==> config.mk <==
export PLATFORM = sky130hd
export DESIGN_NAME = rsp_prep_read_ram_mc
export DESIGN_NICKNAME = d
export VERILOG_FILES = /design/src/rtl/rsp_prep_read_ram_mc.sv
export SDC_FILE = /design/constraint.sdc
export NUM_CORES = 1
export LEC_CHECK = 0
export ABC_CLOCK_PERIOD_IN_PS = 6000
export CAP_MARGIN = 25
export CELL_PAD_IN_SITES_DETAIL_PLACEMENT = 2
export CELL_PAD_IN_SITES_GLOBAL_PLACEMENT = 2
export CORE_MARGIN = 4
export CORE_UTILIZATION = 36
export CTS_BUF_LIST = sky130_fd_sc_hd__clkbuf_2
export DETAILED_ROUTE_END_ITERATION = 8
export GPL_ROUTABILITY_DRIVEN = 0
export GPL_TIMING_DRIVEN = 1
export PLACE_DENSITY = 0.79
export RECOVER_POWER = 25
export SYNTH_ARGS = -nofsm -noshare
export SYNTH_HDL_FRONTEND = slang
export SYNTH_SLANG_ARGS = --single-unit
==> constraint.sdc <==
create_clock -name clk -period 6 [get_ports clk]
set_input_delay 1.5 -clock clk [delete_from_list [all_inputs] [get_ports clk]]
set_output_delay 1.5 -clock clk [all_outputs]
set_load 0.1 [all_outputs]
==> src/rtl/rsp_prep_read_ram_mc.sv <==
// Multi-channel RAM read sequencer: walks per-channel address windows, issues
// credit-limited reads to a fixed-latency RAM and streams words out through a FIFO.
module rsp_prep_read_ram_mc #(
    parameter int NUM_CH     = 4,
    parameter int DATA_WIDTH = 128,
    parameter int ADDR_WIDTH = 18,
    parameter int CNT_WIDTH  = 16,
    parameter int ADDR_STEP  = 16,
    parameter int RD_LATENCY = 2,
    parameter int FIFO_DEPTH = 4,
    parameter int GAP_WIDTH  = 8,
    localparam int CH_W      = (NUM_CH > 1) ? $clog2(NUM_CH) : 1
) (
    input  logic                         clk,
    input  logic                         rst,
    input  logic                         i_start,
    input  logic                         i_stop,
    input  logic                         i_mode,
    input  logic [CNT_WIDTH-1:0]         i_data_num,
    input  logic [GAP_WIDTH-1:0]         i_gap,
    input  logic [NUM_CH*ADDR_WIDTH-1:0] i_start_addr,
    input  logic [NUM_CH*ADDR_WIDTH-1:0] i_end_addr,
    output logic                         o_rd_en,
    output logic [ADDR_WIDTH-1:0]        o_rd_addr,
    input  logic [DATA_WIDTH-1:0]        i_rd_data,
    output logic [DATA_WIDTH-1:0]        o_data,
    output logic                         o_valid,
    input  logic                         i_ready,
    output logic [CH_W-1:0]              o_ch,
    output logic                         o_ch_last,
    output logic                         o_frame_last,
    output logic                         o_busy,
    output logic                         o_err
);
    localparam int CR_W = $clog2(FIFO_DEPTH + 1);
    localparam int PW   = $clog2(FIFO_DEPTH);
    localparam logic [1:0] S_IDLE = 2'd0, S_READ = 2'd1, S_DRAIN = 2'd2, S_GAP = 2'd3;

    typedef struct packed {
        logic [CH_W-1:0] ch;
        logic            ch_last;
        logic            frame_last;
    } tag_t;

    logic [1:0]                         state_q, state_d;
    logic                               start_q, start_qq;
    logic                               mode_q, stop_q, stop_d;
    logic [CNT_WIDTH-1:0]               num_q, wcnt_q, wcnt_d;
    logic [GAP_WIDTH-1:0]               gap_q, gcnt_q, gcnt_d;
    logic [NUM_CH-1:0][ADDR_WIDTH-1:0]  saddr_q, eaddr_q;
    logic [ADDR_WIDTH-1:0]              addr_q, addr_d, addr_inc, cur_end;
    logic [CH_W-1:0]                    ch_q, ch_d, ch_nxt;
    logic                               busy_q, busy_d, err_q;
    logic [CR_W-1:0]                    credits_q, credits_d;
    logic [RD_LATENCY-1:0]              vld_pipe_q;
    tag_t                               tag_pipe_q [RD_LATENCY];
    tag_t                               tag_in, tag_out;
    logic [DATA_WIDTH-1:0]              mem_data [FIFO_DEPTH];
    tag_t                               mem_tag [FIFO_DEPTH];
    logic [PW:0]                        wptr_q, rptr_q;
    logic start_edge, accept, issue, pop, push, last_word, last_ch, wrap;

    assign start_edge = start_q & ~start_qq;
    assign accept     = start_edge && (state_q == S_IDLE) && (i_data_num != '0);
    assign issue      = (state_q == S_READ) && (credits_q != '0);
    assign pop        = o_valid && i_ready;
    assign push       = vld_pipe_q[RD_LATENCY-1];
    assign last_word  = (wcnt_q == num_q - CNT_WIDTH'(1));
    assign last_ch    = (ch_q == CH_W'(NUM_CH - 1));
    assign ch_nxt     = ch_q + CH_W'(1);
    assign cur_end    = eaddr_q[ch_q];
    assign addr_inc   = addr_q + ADDR_WIDTH'(ADDR_STEP);
    // Wrap on the end address itself, or when the next step would jump past it.
    assign wrap       = (addr_q >= cur_end) || ((cur_end - addr_q) < ADDR_WIDTH'(ADDR_STEP));
    assign tag_in     = '{ch: ch_q, ch_last: last_word, frame_last: last_word && last_ch};

    always_comb begin
        state_d   = state_q;
        stop_d    = stop_q;
        wcnt_d    = wcnt_q;
        gcnt_d    = gcnt_q;
        addr_d    = addr_q;
        ch_d      = ch_q;
        busy_d    = busy_q;
        credits_d = credits_q - CR_W'(issue) + CR_W'(pop);
        case (state_q)
            S_IDLE: if (accept) begin
                state_d = S_READ;
                stop_d  = 1'b0;
                ch_d    = '0;
                wcnt_d  = '0;
                addr_d  = i_start_addr[ADDR_WIDTH-1:0];
                busy_d  = 1'b1;
            end
            S_READ: begin
                if (i_stop) stop_d = 1'b1;
                if (issue) begin
                    if (last_word) begin
                        wcnt_d = '0;
                        if (last_ch) state_d = S_DRAIN;
                        else begin
                            ch_d   = ch_nxt;
                            addr_d = saddr_q[ch_nxt];
                        end
                    end else begin
                        wcnt_d = wcnt_q + CNT_WIDTH'(1);
                        addr_d = wrap ? saddr_q[ch_q] : addr_inc;
                    end
                end
            end
            S_DRAIN: begin
                if (i_stop) stop_d = 1'b1;
                if (pop && o_frame_last) begin
                    if (mode_q && !i_stop && !stop_q) begin
                        gcnt_d = '0;
                        if (gap_q == '0) begin
                            state_d = S_READ;
                            ch_d    = '0;
                            addr_d  = saddr_q[0];
                        end else begin
                            state_d = S_GAP;
                        end
                    end else begin
                        state_d = S_IDLE;
                        busy_d  = 1'b0;
                    end
                end
            end
            default: begin
                if (i_stop) begin
                    state_d = S_IDLE;
                    busy_d  = 1'b0;
                end else if (gcnt_q == gap_q - GAP_WIDTH'(1)) begin
                    state_d = S_READ;
                    ch_d    = '0;
                    addr_d  = saddr_q[0];
                end else begin
                    gcnt_d = gcnt_q + GAP_WIDTH'(1);
                end
            end
        endcase
    end

    always_ff @(posedge clk) begin
        if (rst) begin
            state_q    <= S_IDLE;
            start_q    <= 1'b0;
            start_qq   <= 1'b0;
            mode_q     <= 1'b0;
            stop_q     <= 1'b0;
            num_q      <= '0;
            gap_q      <= '0;
            wcnt_q     <= '0;
            gcnt_q     <= '0;
            saddr_q    <= '0;
            eaddr_q    <= '0;
            addr_q     <= '0;
            ch_q       <= '0;
            busy_q     <= 1'b0;
            err_q      <= 1'b0;
            credits_q  <= CR_W'(FIFO_DEPTH);
            vld_pipe_q <= '0;
            wptr_q     <= '0;
            rptr_q     <= '0;
        end else begin
            state_q   <= state_d;
            start_q   <= i_start;
            start_qq  <= start_q;
            stop_q    <= stop_d;
            wcnt_q    <= wcnt_d;
            gcnt_q    <= gcnt_d;
            addr_q    <= addr_d;
            ch_q      <= ch_d;
            busy_q    <= busy_d;
            err_q     <= start_edge && !accept;
            credits_q <= credits_d;
            if (accept) begin
                mode_q  <= i_mode;
                num_q   <= i_data_num;
                gap_q   <= i_gap;
                saddr_q <= i_start_addr;
                eaddr_q <= i_end_addr;
            end
            vld_pipe_q[0] <= issue;
            for (int i = 1; i < RD_LATENCY; i++) vld_pipe_q[i] <= vld_pipe_q[i-1];
            if (push) wptr_q <= wptr_q + (PW+1)'(1);
            if (pop)  rptr_q <= rptr_q + (PW+1)'(1);
        end
    end

    // Tags and FIFO storage need no reset; valid bits and pointers gate them.
    always_ff @(posedge clk) begin
        tag_pipe_q[0] <= tag_in;
        for (int i = 1; i < RD_LATENCY; i++) tag_pipe_q[i] <= tag_pipe_q[i-1];
        if (push) begin
            mem_data[wptr_q[PW-1:0]] <= i_rd_data;
            mem_tag[wptr_q[PW-1:0]]  <= tag_pipe_q[RD_LATENCY-1];
        end
    end

    assign tag_out      = mem_tag[rptr_q[PW-1:0]];
    assign o_valid      = (wptr_q != rptr_q);
    assign o_data       = o_valid ? mem_data[rptr_q[PW-1:0]] : '0;
    assign o_ch         = o_valid ? tag_out.ch : '0;
    assign o_ch_last    = o_valid && tag_out.ch_last;
    assign o_frame_last = o_valid && tag_out.frame_last;
    assign o_rd_en      = issue;
    assign o_rd_addr    = addr_q;
    assign o_busy       = busy_q;
    assign o_err        = err_q;
endmodule

* Word level (Yosys, flattened, before mapping) *
Memories as Yosys holds them, arrays and structs flattened. A register that Yosys moved wholly into a read port is not among the register bits.
Index checks and enable logic that the tools add are counted.

storage, ports and cells
  flip-flop bits (word level) = 231
  latch bits = 0
  RAM bits = 536
  bits in read-only memories = 0
  bits of input ports = 302
  output and inout bits = 154
  word-level logic and storage cells = 162
  memories kept = 3

memory list
  memory      words  width  rd ports  clocked after memory_dff  wr ports  line  text
  mem_data    4      128    1         1                         1         58    logic [DATA_WIDTH-1:0] mem_data [FIFO_DEPTH];
  mem_tag     4      4      1         1                         1         59    tag_t mem_tag [FIFO_DEPTH];
  tag_pipe_q  2      4      2         0                         2         56    tag_t tag_pipe_q [RD_LATENCY];

cells by class
  add/sub/neg operators = 11
  multipliers = 0
  divide/modulo/power cells = 0
  $lt $le $gt $ge = 4
  equality and inequality tests = 20
  shift operators = 0
  muxes and demuxes = 62
  bitwise gates (word level) = 4
  reductions and logical operators = 33

operators by type and width
  operator                 number
  $mux W18                 13
  $mux W128                1
  $bmux W18 S2             3
  $pmux W18 S3             1
  $mux W16                 3
  $mux W2                  23
  $mux W8                  4
  $pmux W16 S2             1
  $add A18 B5 Y18 const B  1
  $ge A18 B18 Y1           1
  $lt A18 B5 Y1 const B    1
  $ne A2 B2 Y1 const B     9
  $sub A18 B18 Y18         1
  $add A16 B1 Y16 const B  1
  $eq A16 B16 Y1           1
  $pmux W8 S2              1
  $reduce_bool A16 Y1      1
  $sub A16 B1 Y16 const B  1
  $pmux W2 S3              2
  $logic_and A1 B1 Y1      11
  $reduce_and A5 Y1        2
  $reduce_and A9 Y1        1
  $add A8 B1 Y8 const B    1
  $eq A8 B8 Y1             1
  29 further kinds         49

* Depth between registers and ports, before layout *
  depth after elaboration = 9
  depth in mapped cells = 19
  depth with buffers taken out = 13

* Least setup slack after synthesis *
Ideal clock, no wire load.

  path type = register -> register
  from = register ch_q[0]
  to = register addr_q[0] (netlist: o_rd_addr[0])
  data arrival time = 5.692 ns
  data required time = 5.905 ns
  slack = 0.213 ns
  stages on the path, launching flop included = 20
  period minus slack after synthesis = 5.787 ns
  cell sequence = dfxtp_1 buf_2 clkbuf_1 clkbuf_1 buf_1 mux4_2 ha_1 clkbuf_1 a21oi_1 o21ai_1 or4_1 a31o_2 o21a_1 nor4b_1 and4_1 clkbuf_1 a21o_1 buf_2 o21ai_1 a221oi_1

between the ends
  cells in the longest elaborated chain, start to end = 9
  elaborated cells on any way between the ends = 19

ends and longest elaborated chain
  item                            line  text
  start: declaration              52    logic [CH_W-1:0] ch_q, ch_d, ch_nxt;
  start signal: assignment        173   ch_q <= ch_d;
  $bmux W18 S2                    71    assign cur_end = eaddr_q[ch_q];
  $mux W18 (implied by the code)  71
  $sub A18 B18 Y18                74    assign wrap = (addr_q >= cur_end) || ((cur_end - addr_q) < ADDR_WIDTH'(ADDR_STEP));
  $lt A18 B5 Y1                   74
  $logic_or A1 B1 Y1              74
  $mux W18                        107   addr_d = wrap ? saddr_q[ch_q] : addr_inc;
  $mux W18                        98    if (last_word) begin
  $mux W18                        97    if (issue) begin
  $pmux W18 S3                    86    case (state_q)
  end signal: assignment          172   addr_q <= addr_d;
  end: declaration                51    logic [ADDR_WIDTH-1:0] addr_q, addr_d, addr_inc, cur_end;

Several ways; a longest one is shown, not always the timed one. The select of a mux whose other input is x is not followed.
A chain may end at the register's enable or synchronous reset.

* Worst setup path in the final report *
  from = register wptr_q[0]
  to = output o_data[14]

between the ends
  cells in the longest elaborated chain, start to end = 2

ends and longest elaborated chain
  item                      line  text
  start: declaration        60    logic [PW:0] wptr_q, rptr_q;
  start signal: assignment  186   if (push) wptr_q <= wptr_q + (PW+1)'(1);
  $ne A3 B3 Y1              202   assign o_valid = (wptr_q != rptr_q);
  $mux W128                 203   assign o_data = o_valid ? mem_data[rptr_q[PW-1:0]] : '0;
  end: declaration          26    output logic [DATA_WIDTH-1:0] o_data,

Every way passes these cells.

==> results <==
[state kept, by name, summed over array words and instances, names as in the netlist, named ones only]
name / count
o_err: 1
tag_pipe_q: 8
o_busy: 1
wptr_q: 3
wcnt_q: 16
ch_q: 2
mem_data: 512
o_rd_addr: 18
saddr_q: 72
state_q: 2
eaddr_q: 72
num_q: 16
rptr_q: 3
start_qq: 1
stop_q: 1
start_q: 1
vld_pipe_q: 2
credits_q: 3
gcnt_q: 8
gap_q: 8
mem_tag: 16
mode_q: 1
[cell families after synthesis]
family                   count (synthesis)  share of synthesized area, %
AND/OR/NAND/NOR                        781                          11.5
flip-flops                             769                          63.1
AO/OA/AOI/OAI                          376                          6.63
multiplexers                           200                          13.2
buffers and inverters                  187                          2.17
XOR/XNOR                                77                          2.06
adder cells (fa/ha/maj)                 37                          1.43
[metal layers]
metal	global-route usage, %	share of wire (%)
met1	27.7	39
met2	42.8	52
met3	5.85	6.3
met4	7.49	2.4
met5	0	0.055
[cell type report]
class / instances / area share [%]
antenna: 28 / 0.172
clock buffer: 294 / 3.62
clock inverter: 63 / 0.812
inverter: 42 / 0.387
multi-input combinational: 1471 / 28.1
sequential: 769 / 50.9
tap: 1176 / 3.62
timing repair buffer: 490 / 12.4
[cells in the mapped netlist, drive strengths merged (6+ instances only)]
cell type | n | share of area (%)
a31oi | 9 | 0.17
o21a | 8 | 0.18
ha | 36 | 1.4
and3 | 7 | 0.13
a21o | 7 | 0.16
a221oi | 7 | 0.19
a211o | 8 | 0.21
o211ai | 6 | 0.14
mux2i | 13 | 0.40
mux4 | 186 | 13
o21ai | 54 | 0.82
nor2 | 77 | 0.88
dfxtp | 241 | 15
xnor2 | 42 | 1.1
a21oi | 222 | 3.4
nor2b | 9 | 0.17
and2 | 149 | 2.8
nor3b | 15 | 0.36
buf | 31 | 0.39
inv | 42 | 0.48
nor3 | 26 | 0.40
a211oi | 15 | 0.34
nand2b | 13 | 0.25
clkbuf | 114 | 1.3
nor4 | 13 | 0.31
nor4b | 6 | 0.21
nand4 | 14 | 0.27
edfxtp | 528 | 48
xor2 | 35 | 0.93
nand2 | 392 | 4.5
nand3 | 34 | 0.53
[where the power goes]
part           leakage [nW]  internal, mW  switching, mW
Sequential             6.75          5.89          0.230
Clock                  1.38          1.41           2.34
Combinational          5.77          1.29           2.72
[what timing repair did]
action	4_1_cts	5_1_grt
setup endpoints to repair	118	76
resized for setup	278	3
endpoints found under the hold margin	0	0
pin swaps	0	1
[critical path: stages, from the launching register on]
cell             delay (ns)
dfxtp_1                0.39
xnor2_1                0.29
nand3_4                0.54
and2_1                 0.39
clkdlybuf4s50_1        0.99
[path summary, 6_finish.rpt]
| path | from | endpoint | cells past startpoint |
|---|---|---|---|
| setup reg to reg | ch_q[0] | o_rd_addr[10] | 12 |
| hold / removal | tag_pipe_q[0][1] | tag_pipe_q[0][5] | 0 |
| setup / recovery | wptr_q[0] | o_data[14] | 4 |
| hold reg to reg | tag_pipe_q[0][1] | tag_pipe_q[0][5] | 0 |
[cells in the final DEF (no fill, tap or decap), types with 51 or more instances in the layout]
cell             netlist  layout
o21ai_0               51      51
nand2_1              392     392
and2_1               149     145
a21oi_1              222     222
dlygate4sd3_1          0     102
nor2_1                77      77
clkdlybuf4s50_1        0     230
mux4_2               186     186
clkdlybuf4s15_2        0      80
dfxtp_1              241     237
edfxtp_1             528     528
clkbuf_2               0     294
==> impl_metrics.py <==
metrics = {
    "setup_path": {
        "start_kind": "flip-flop",
        "reg2reg_slack_ns": 1.12,
        "path_max_fanout": 54,
        "crit_arrival_ns": 4.11,
        "path_class": "reg -> out",
        "worstPathRequired_ns": 4.50,
        "cp-end-kind": "output pin",
    },
    "sta": {
        "fin_worst_skew_ns": 0.116,
        "hold_viol": 0,
        "whs_ns": 0.341,
        "rsz0062_at_grt": "no",
        "finalCriticalPeriod_ns": 5.61,
        "fin_crit_sh_pct": 93.4,
        "tightest_slew_ns": 1.12,
        "finalSetupTns_ns": 0,
        "setup_viol": 0,
        "worst_slack_ns": 0.393,
        "slew_viol_final": 0,
        "relSlewSlack_pct": 25.6,
        "max_freq_mhz": 178,
    },
    "clock_tree": {
        "clk_pin_slew_ns": 0.11,
        "cts_tree": "yes",
        "clk_latency_ns": 1.45,
        "htreeDepth": 4,
        "numCtsBuffers": 203,
        "clk_path_buf_depth": 3,
        "cts-root-buf": "clkbuf_2",
        "cts_setup_buffers": 0,
        "clock_sinks": 769,
        "holdBufCountCts": 0,
    },
    "hold_path": {
        "hold_class": "reg -> reg",
    },
    "finish": {
        "regArea_um2": 20700,
        "area_growth_pct": 24.0,
        "multi_input_area_um2": 11400,
        "final_area_um2": 40700,
        "layout-drive-gt1-share_pct": 20.4,
        "final_nets": 3316,
        "final_util_pct": 45.1,
        "stdcell_count": 4333,
        "fillers": 8937,
    },
    "place": {
        "port_buffers": 455,
        "hpwl_mm": 77.9,
        "placed_cells": 3946,
        "dpl_cell_area_um2": 38700,
        "place_worst_setup_slack_ns": 0.503,
    },
    "power_and_ir_drop": {
        "worst_ir_drop_vdd_mv": 0.140,
        "finalPower_mw": 13.9,
        "p_leak_nw": 13.9,
        "p_per_area_nw_per_um2": 341,
    },
    "global_routing": {
        "grt_pass1_wl_mm": 170,
        "gr-usage-all-layers_pct": 23.7,
        "gr-total-overflow": 0,
        "antenna_found_initial": 37,
        "grt_pass1_vias": 26000,
        "grt_max_degree": 173,
    },
    "die": {
        "coreArea_um2": 90100,
        "fp.dieW_um": 310,
        "die_area_um2": 96000,
        "ioPinCount": 456,
        "die_h_um": 310,
        "rows": 110,
        "initial_core_util_pct": 36.4,
    },
    "detailed_routing": {
        "drtAntennaViolNets": 0,
        "remaining_drc_errors": 0,
        "drt-initial-drc-count": 1685,
        "wl_per_cell_um": 26.5,
        "wl_mm": 115,
        "drt_pre_antenna_iters": 5,
        "num_vias": 23200,
        "viasPerCell": 5.35,
    },
    "yosys": {
        "ys_types": 70,
        "syn_area_um2": 32800,
        "synth_area_per_cell_um2": 13.5,
        "synth_edf_count": 528,
        "ys_seq_area_share_pct": 63.1,
        "synthCells": 2427,
        "ys_ff_latch": 769,
        "synth.net_count": 2766,
        "ys_warn_count": 0,
        "async_flop_share_pct": 0,
        "synth_ff_type": "edfxtp_1",
    },
    "outcome": {
        "outcome": "finished, final reports clean",
    },
    "job": {
        "cap_viol_max_count": 0,
    },
}
Note: power is estimated with default switching activity, not from simulation.
